<file path="src/rtl/bt_clear_seq_if.sv">
// Clear/randomness handshake between the BT alarm logic, the clear sequencer and
// the masked register bank.
interface bt_clear_seq_if #(
  parameter int COUNT = 64
);
  logic             req;
  logic             reseed_valid;
  logic [31:0]      reseed_data;
  logic             clear;
  logic [COUNT-1:0] rnd;
  logic             busy;
  logic             done;

  modport master (
    output req, reseed_valid, reseed_data,
    input  clear, rnd, busy, done
  );

  modport slave (
    input  req, reseed_valid, reseed_data,
    output clear, rnd, busy, done
  );
endinterface

</file>
<file path="src/rtl/bt_clear_seq.sv">
// Clear sequencer for Borrowed-Time masked registers: issues clear bursts with a
// continuously refreshed random pool fed by a 32-bit Galois LFSR.
module bt_clear_seq #(
  parameter int          COUNT        = 64,
  parameter int          CLEAR_CYCLES = 2,
  parameter logic [31:0] SEED         = 32'h0000_0001
) (
  input  logic          clk,
  input  logic          rst_n,
  bt_clear_seq_if.slave bus
);

  localparam int              CNT_W    = 16;
  localparam logic [CNT_W-1:0] WARM_LEN = CNT_W'(COUNT / 32);
  localparam logic [CNT_W-1:0] CLR_LAST = CNT_W'(CLEAR_CYCLES - 1);
  localparam logic [CNT_W-1:0] ONE      = CNT_W'(1);

  typedef enum logic [1:0] {WARM, IDLE, CLEAR, DONE} state_e;

  state_e             state_q, state_d;
  logic [CNT_W-1:0]   cnt_q, cnt_d;
  logic [31:0]        lfsr_q, lfsr_d;
  logic [COUNT-1:0]   pool_q, pool_d;
  logic               pend_q, pend_d;
  logic               clear_q, clear_d;
  logic               done_q, done_d;
  logic               busy_q, busy_d;

  function automatic logic [31:0] lfsr_step(input logic [31:0] s);
    return s[0] ? ((s >> 1) ^ 32'h8020_0003) : (s >> 1);
  endfunction

  // Pool and LFSR are reset too: rnd must read 0 and the sequence restart at SEED.
  always_ff @(posedge clk or negedge rst_n) begin
    if (!rst_n) begin
      state_q <= WARM;
      cnt_q   <= WARM_LEN;
      lfsr_q  <= SEED;
      pool_q  <= '0;
      pend_q  <= 1'b0;
      clear_q <= 1'b0;
      done_q  <= 1'b0;
      busy_q  <= 1'b1;
    end else begin
      state_q <= state_d;
      cnt_q   <= cnt_d;
      lfsr_q  <= lfsr_d;
      pool_q  <= pool_d;
      pend_q  <= pend_d;
      clear_q <= clear_d;
      done_q  <= done_d;
      busy_q  <= busy_d;
    end
  end

  always_comb begin
    state_d = state_q;
    cnt_d   = cnt_q;
    pend_d  = pend_q;
    lfsr_d  = lfsr_step(lfsr_q);
    pool_d  = {pool_q[COUNT-33:0], lfsr_q};

    if (bus.req && state_q != IDLE) pend_d = 1'b1;

    unique case (state_q)
      WARM: begin
        cnt_d = cnt_q - ONE;
        if (cnt_q <= ONE) state_d = IDLE;
      end
      IDLE: begin
        // A simultaneous request is parked so it survives the warm-up.
        if (bus.reseed_valid) begin
          lfsr_d  = (bus.reseed_data == 32'h0) ? SEED : bus.reseed_data;
          state_d = WARM;
          cnt_d   = WARM_LEN;
          if (bus.req) pend_d = 1'b1;
        end else if (bus.req || pend_q) begin
          state_d = CLEAR;
          cnt_d   = CLR_LAST;
          pend_d  = 1'b0;
        end
      end
      CLEAR: begin
        if (cnt_q == '0) state_d = DONE;
        else             cnt_d   = cnt_q - ONE;
      end
      DONE: begin
        if (pend_q || bus.req) begin
          state_d = CLEAR;
          cnt_d   = CLR_LAST;
          pend_d  = 1'b0;
        end else begin
          state_d = IDLE;
        end
      end
    endcase
  end

  always_comb begin
    clear_d = (state_d == CLEAR);
    done_d  = (state_d == DONE);
    busy_d  = (state_d != IDLE);
  end

  assign bus.clear = clear_q;
  assign bus.done  = done_q;
  assign bus.busy  = busy_q;
  assign bus.rnd   = pool_q;

endmodule

</file>
<file path="src/flat_wrapper.sv">
// flat-port wrapper written by rule: the top's interface ports become plain ports
module bt_clear_seq_flat 
#(
  parameter int          COUNT        = 64,
  parameter int          CLEAR_CYCLES = 2,
  parameter logic [31:0] SEED         = 32'h0000_0001
)
  (clk, rst_n, bus_req, bus_reseed_valid, bus_reseed_data, bus_clear, bus_rnd, bus_busy, bus_done);
  bt_clear_seq_if #(.COUNT(COUNT)) bus_i ();
  input  logic clk;
  input  logic rst_n;
  input wire logic [$bits(bus_i.req)-1:0] bus_req;
  input wire logic [$bits(bus_i.reseed_valid)-1:0] bus_reseed_valid;
  input wire logic [$bits(bus_i.reseed_data)-1:0] bus_reseed_data;
  output wire logic [$bits(bus_i.clear)-1:0] bus_clear;
  output wire logic [$bits(bus_i.rnd)-1:0] bus_rnd;
  output wire logic [$bits(bus_i.busy)-1:0] bus_busy;
  output wire logic [$bits(bus_i.done)-1:0] bus_done;
  assign bus_i.req = bus_req;
  assign bus_i.reseed_valid = bus_reseed_valid;
  assign bus_i.reseed_data = bus_reseed_data;
  assign bus_clear = bus_i.clear;
  assign bus_rnd = bus_i.rnd;
  assign bus_busy = bus_i.busy;
  assign bus_done = bus_i.done;
  bt_clear_seq #(.COUNT(COUNT), .CLEAR_CYCLES(CLEAR_CYCLES), .SEED(SEED)) u_core (.clk(clk), .rst_n(rst_n), .bus(bus_i));
endmodule
</file>
<file path="config.mk">
export PLATFORM = sky130hd
export DESIGN_NAME = bt_clear_seq_flat
export DESIGN_NICKNAME = d
export VERILOG_FILES = /design/src/rtl/bt_clear_seq_if.sv /design/src/rtl/bt_clear_seq.sv /design/src/flat_wrapper.sv
export SDC_FILE = /design/constraint.sdc
export NUM_CORES = 1
export LEC_CHECK = 0
export BUFFER_PORTS_ARGS = -buffer_cell sky130_fd_sc_hd__buf_4
export CELL_PAD_IN_SITES_DETAIL_PLACEMENT = 1
export CELL_PAD_IN_SITES_GLOBAL_PLACEMENT = 2
export CORE_ASPECT_RATIO = 0.6
export CORE_MARGIN = 2
export CORE_UTILIZATION = 38
export DETAILED_ROUTE_END_ITERATION = 7
export PLACE_DENSITY = 0.93
export SYNTH_ARGS = -nofsm -noshare
export SYNTH_HDL_FRONTEND = slang
export SYNTH_SLANG_ARGS = --single-unit
</file>
<file path="constraint.sdc">
create_clock -name clk -period 4 [get_ports clk]
set_clock_uncertainty 0.05 [all_clocks]
set_input_delay 0.8 -clock clk [delete_from_list [all_inputs] [get_ports clk]]
set_output_delay 0.8 -clock clk [all_outputs]
set_load 0.01 [all_outputs]
</file>
Word-level counts from Yosys, hierarchy flattened. Index checks and enable logic that the tools add are counted.

Logic and storage cells: 43. Flip-flop bits (word level): 118. Output and inout port bits: 67.

Magnitude comparators: 1. Mux-type cells: 19. Reductions and logical operators: 5. Add/sub/neg operators: 1. Bitwise logic cells: 1. Equality and inequality tests: 8.

Operators with widths (count): two-way mux 32 bit (4); one-hot mux 16 bit (4 select lines) (1); two-way mux 16 bit (3); zero test 32 bit (1); less-or-equal comparator 16 x 1 -> 1 bit (second input constant) (1); zero test 16 bit (1); subtractor 16 x 1 -> 16 bit (second input constant) (1); two-way mux 2 bit (5); == test 2 bit (second input constant) (4); one-hot mux 2 bit (4 select lines) (1); two-way mux 1 bit (4); inequality test 2 x 1 -> 1 bit (second input constant) (2); inverter 3 -> 4 bit (1); == test 2 x 1 -> 1 bit (second input constant) (1); zero test 2 bit (1); inequality test 2 bit (second input constant) (1); one-hot mux 1 bit (2 select lines) (1); logical AND 1 bit (1); logical OR 1 bit (1).

Longest topological paths before layout.
Depth after elaboration: 6. Depth in mapped cells: 8. Depth with buffers taken out: 6.

Least setup slack after synthesis. Ideal clock, no wire load.

Path type: input port to flip-flop. Start point: input port bus_reseed_valid. End point: register u_core.lfsr_q[30]. Data required time: 3.825 ns. Path slack: 1.970 ns. Library setup time: 0.125 ns. Buffers on the path: 2. Arrival: 1.855 ns. Stages on the path: 4. Cells stage by stage: nand3b_1 clkbuf_1 clkbuf_1 mux2_2.

Cells in the longest elaborated chain, start to end: 2.

Ends and longest elaborated chain: from (decl) (line flat_wrapper.sv:13) `input wire logic [$bits(bus_i.reseed_valid)-1:0] bus_reseed_valid;`; two-way mux 32 bit (line bt_clear_seq.sv:72) `if (bus.reseed_valid) begin`; two-way mux 32 bit (line bt_clear_seq.sv:65) `unique case (state_q)`; net u_core.lfsr_d[30] (line bt_clear_seq.sv:22) `logic [31:0] lfsr_q, lfsr_d;`; to (signal assigned) (line bt_clear_seq.sv:47) `lfsr_q <= lfsr_d;`; to (decl) (line bt_clear_seq.sv:22).

The timed path passes the listed nets, and every way through them passes these cells. A chain may end at the register's enable or synchronous reset.

Worst setup path after layout.
Start point: register u_core.cnt_q[9]. End point: register u_core.cnt_q[7].

Cells in the longest elaborated chain, start to end: 2.

Ends and longest elaborated chain: from (decl) (line bt_clear_seq.sv:21) `logic [CNT_W-1:0] cnt_q, cnt_d;`; from (signal assigned) (line bt_clear_seq.sv:46) `cnt_q <= cnt_d;`; zero test 16 bit (line bt_clear_seq.sv:84) `if (cnt_q == '0) state_d = DONE;`; inequality test 2 bit (no source line).

Every way passes these cells.

==> flow_metrics.tcl <==
set metrics [dict create \
    ys_async_sr_fraction_pct 100.0 \
    ys_seq_elements 118 \
    grt_pass1_wl_mm 16.68 \
    initialDrtViolationCount 101 \
    synth_edf_count 0 \
    fmax_mhz 389.1 \
    status "finished, final reports clean" \
    core_area_mm2 0.01052 \
    gp_congestion 0.8206 \
    critPathSlowestCell "o21ai_1" \
    setup_viol 0 \
    die_x_um 137.8 \
    placed_cell_area_mm2 0.005002 \
    dp_hpwl_mm 7.277 \
    fillers 1079 \
    vdd_drop_max_mv 0.3534 \
    mappedNetlistNets 319 \
    vias 2735 \
    grt_max_degree 72 \
    reg2reg_depth 5 \
    synth_cells 281 \
    cts_buffer_depth 2 \
    hold_path_depth 0 \
    design.die.area_mm2 0.01162 \
    globalRouteTotalUtil_pct 19.50 \
    route.met3.wl_um 679 \
    timing.max_cap.violations 0 \
    critPathCaptureType "flop" \
    slew_violations 0 \
    cts_inserted_buffers 17 \
    path_buf_inv 1 \
    worstPathArrival_ns 2.84 \
    finalCriticalPeriod_ns 2.570 \
    cts_resized 0 \
    rsz0062_at_grt "false" \
    cts-root-buf "clkbuf_16" \
    finalCritPeriodShare_pct 64.25 \
    detail-route-antenna-nets 0 \
    num-nets-final 433 \
    hold_viol 0 \
    clk-insertion-delay-late_ns 0.41 \
    grt_pass1_vias 3008 \
    crit_chain "nor4_2 -> nand3_1 -> o21ai_1 -> inv_1 -> o22ai_1" \
    h-tree-depth 4 \
    crit_fanout 13 \
    num_rows 29 \
    grt_antenna_before_repair 0 \
    synth_area_mm2 0.004083 \
    path_class "flop to flop" \
    synth_cell_types 47 \
    design_area_mm2 0.005592 \
    ys_warn_count 0 \
    synth_flop_cell "dfrtp_1" \
    top_layer_used "met4" \
    cp_top_family "compound AO/OA/AOI/OAI gates" \
    die-height_um 84.29 \
    power_density_mw_per_mm2 491.2 \
    drt-total-wl_mm 10.40 \
    m1WireLength_mm 4.465 \
    worstSetupStartpointType "flop" \
    p_leak_uw 0.002591 \
    slowest_delay_ns 0.84 \
    worst_pin_slew_ns 1.024 \
    finalSetupTns_ns 0 \
    layout-drive-gt1-share_pct 43.63 \
    drtPass1Iterations 4 \
    maxSlewHeadroom_pct 31.30 \
    start_util_pct 38.80 \
    cts_setup_buffers 0 \
    drc 0 \
    area_growth_pct 36.96 \
    antenna_cells 0 \
    vias_per_cell 5.000 \
    syn_avg_cell_area_um2 14.53 \
    ys_seq_area_share_pct 72.42 \
    met2_length_mm 5.076 \
    cts_tree "done" \
    critPathRequiredTime_ns 4.27 \
    wl_per_cell_um 19.01 \
    ios 103 \
    path_clk_slew_ns 0.05 \
    portBuffers 102 \
    postCtsHoldBufs 0 \
    clock_sinks 118 \
    path_depth 5 \
    worstHoldPathType "flop to flop" \
    grt_overflow 0 \
]
[flip-flops by register name, summed over array words and instances (netlist names)]
signal	flops
u_core.state_q	2
u_core.cnt_q	16
u_core.bus.clear	1
u_core.lfsr_q	32
u_core.bus.busy	1
u_core.bus.rnd	64
u_core.pend_q	1
u_core.bus.done	1
[layout make-up]
type / count / area (µm²) / share of cell area [%]
Clock inverter: 13 / 146.4 / 2.618
Timing Repair Buffer: 105 / 788.3 / 14.10
Tap cell: 139 / 173.9 / 3.110
Inverter: 6 / 22.52 / 0.4028
Multi-Input combinational cell: 147 / 1061 / 18.98
Clock buffer: 19 / 442.9 / 7.921
Sequential cell: 118 / 2957 / 52.88
[where the power goes]
part	leakage [µW]	switching, µW	internal (µW)
clock	0.000284	553	939
sequential	0.00139	0.0000000000000109	1190
combinational	0.000918	35.2	24.4
total	0.00259	589	2160
[metal layers]
layer | vias up | GRT usage, %
met2 | 87 | 31.21
li1 | 1231 | -
met5 | - | 0
met4 | 0 | 7.978
met3 | 15 | 5.797
met1 | 1402 | 24.97
[synth_stat cells, drive strengths merged, types with 2 or more instances]
| master | number | share of area (%) |
|---|---|---|
| and3 | 3 | 0.46 |
| or3 | 3 | 0.46 |
| nor3b | 2 | 0.49 |
| buf | 5 | 0.58 |
| nor2 | 21 | 1.9 |
| clkbuf | 5 | 0.46 |
| dfrtp | 115 | 70 |
| a31oi | 4 | 0.61 |
| nand3 | 4 | 0.61 |
| nor3 | 5 | 0.89 |
| nand3b | 2 | 0.37 |
| inv | 6 | 0.55 |
| nor4 | 10 | 2.1 |
| mux2 | 29 | 8.0 |
| o21ai | 7 | 0.86 |
| ha | 2 | 0.61 |
| a21o | 3 | 0.58 |
| nand4 | 3 | 0.46 |
| o22a | 2 | 0.43 |
| nand2 | 7 | 0.64 |
| xnor2 | 3 | 0.64 |
| a21oi | 21 | 2.7 |
| o31ai | 2 | 0.37 |
| dfstp | 3 | 1.9 |
[placed cells by master, fill, tap and decap left out, types with 2 or more instances in the layout]
cell type   Yosys  final
mux2_2         29     29
nor2_1         21     21
o21ai_0         6      6
clkinv_4        0      4
buf_4           0    105
a21o_1          2      2
o22a_1          2      2
nand3b_1        2      2
a21oi_1        20     20
clkinv_2        0      2
dfrtp_1       115    115
and3_1          3      3
nand2_1         7      7
dfstp_2         3      3
ha_1            2      2
a31oi_1         4      4
inv_6           0      3
xnor2_1         3      3
inv_1           6      6
clkbuf_16       0     17
or3_1           3      3
nor3_1          4      4
nor4_1          8      8
clkinvlp_4      0      2
nand4_1         3      3
o31ai_1         2      2
bufinv_16       0      2
nand3_1         3      3
[metrics by stage]
step                      util (%)  power [µW]  worst slack, ns  cells  hold WS, ns
final                        53.14        2747            1.430    547       0.3212
after CTS                    53.14        2783            1.485    547       0.3179
after floorplan                  -        1218            1.970    281       0.2986
after detailed placement     47.54        1277            1.449    515       0.3049
after global routing         53.14        2841            1.245    547       0.3337
after global placement       47.54        1275            1.572    515       0.3052
[worst reg2reg max path: cells and delay by family, from the launching register on]
| family | cells | cell delay (ns) |
|---|---|---|
| AO/OA/AOI/OAI | 2 | 1.05 |
| AND/OR/NAND/NOR | 2 | 0.74 |
| flip-flops | 1 | 0.44 |
| buffers and inverters | 1 | 0.21 |
[cells by family after synthesis]
kind of cell | share of synthesized area, %
multiplexers | 8.244
AO/OA/AOI/OAI | 6.988
AND/OR/NAND/NOR | 9.501
buffers and inverters | 1.594
flip-flops | 72.42
XOR/XNOR | 0.6437
adder cells (fa/ha/maj) | 0.6128
[worst paths after layout]
check,startpoint,to,slack (ns)
min,u_core.lfsr_q[3],u_core.bus.rnd[3],0.32
min reg2reg,u_core.lfsr_q[3],u_core.bus.rnd[3],0.32
max reg2reg,u_core.cnt_q[9],u_core.cnt_q[7],1.43
max in group asynchronous,rst_n,u_core.lfsr_q[6],2.56
max,u_core.cnt_q[9],u_core.cnt_q[7],1.43
min in group asynchronous,rst_n,u_core.bus.rnd[59],0.44
Power figures use the tool's default switching activity.
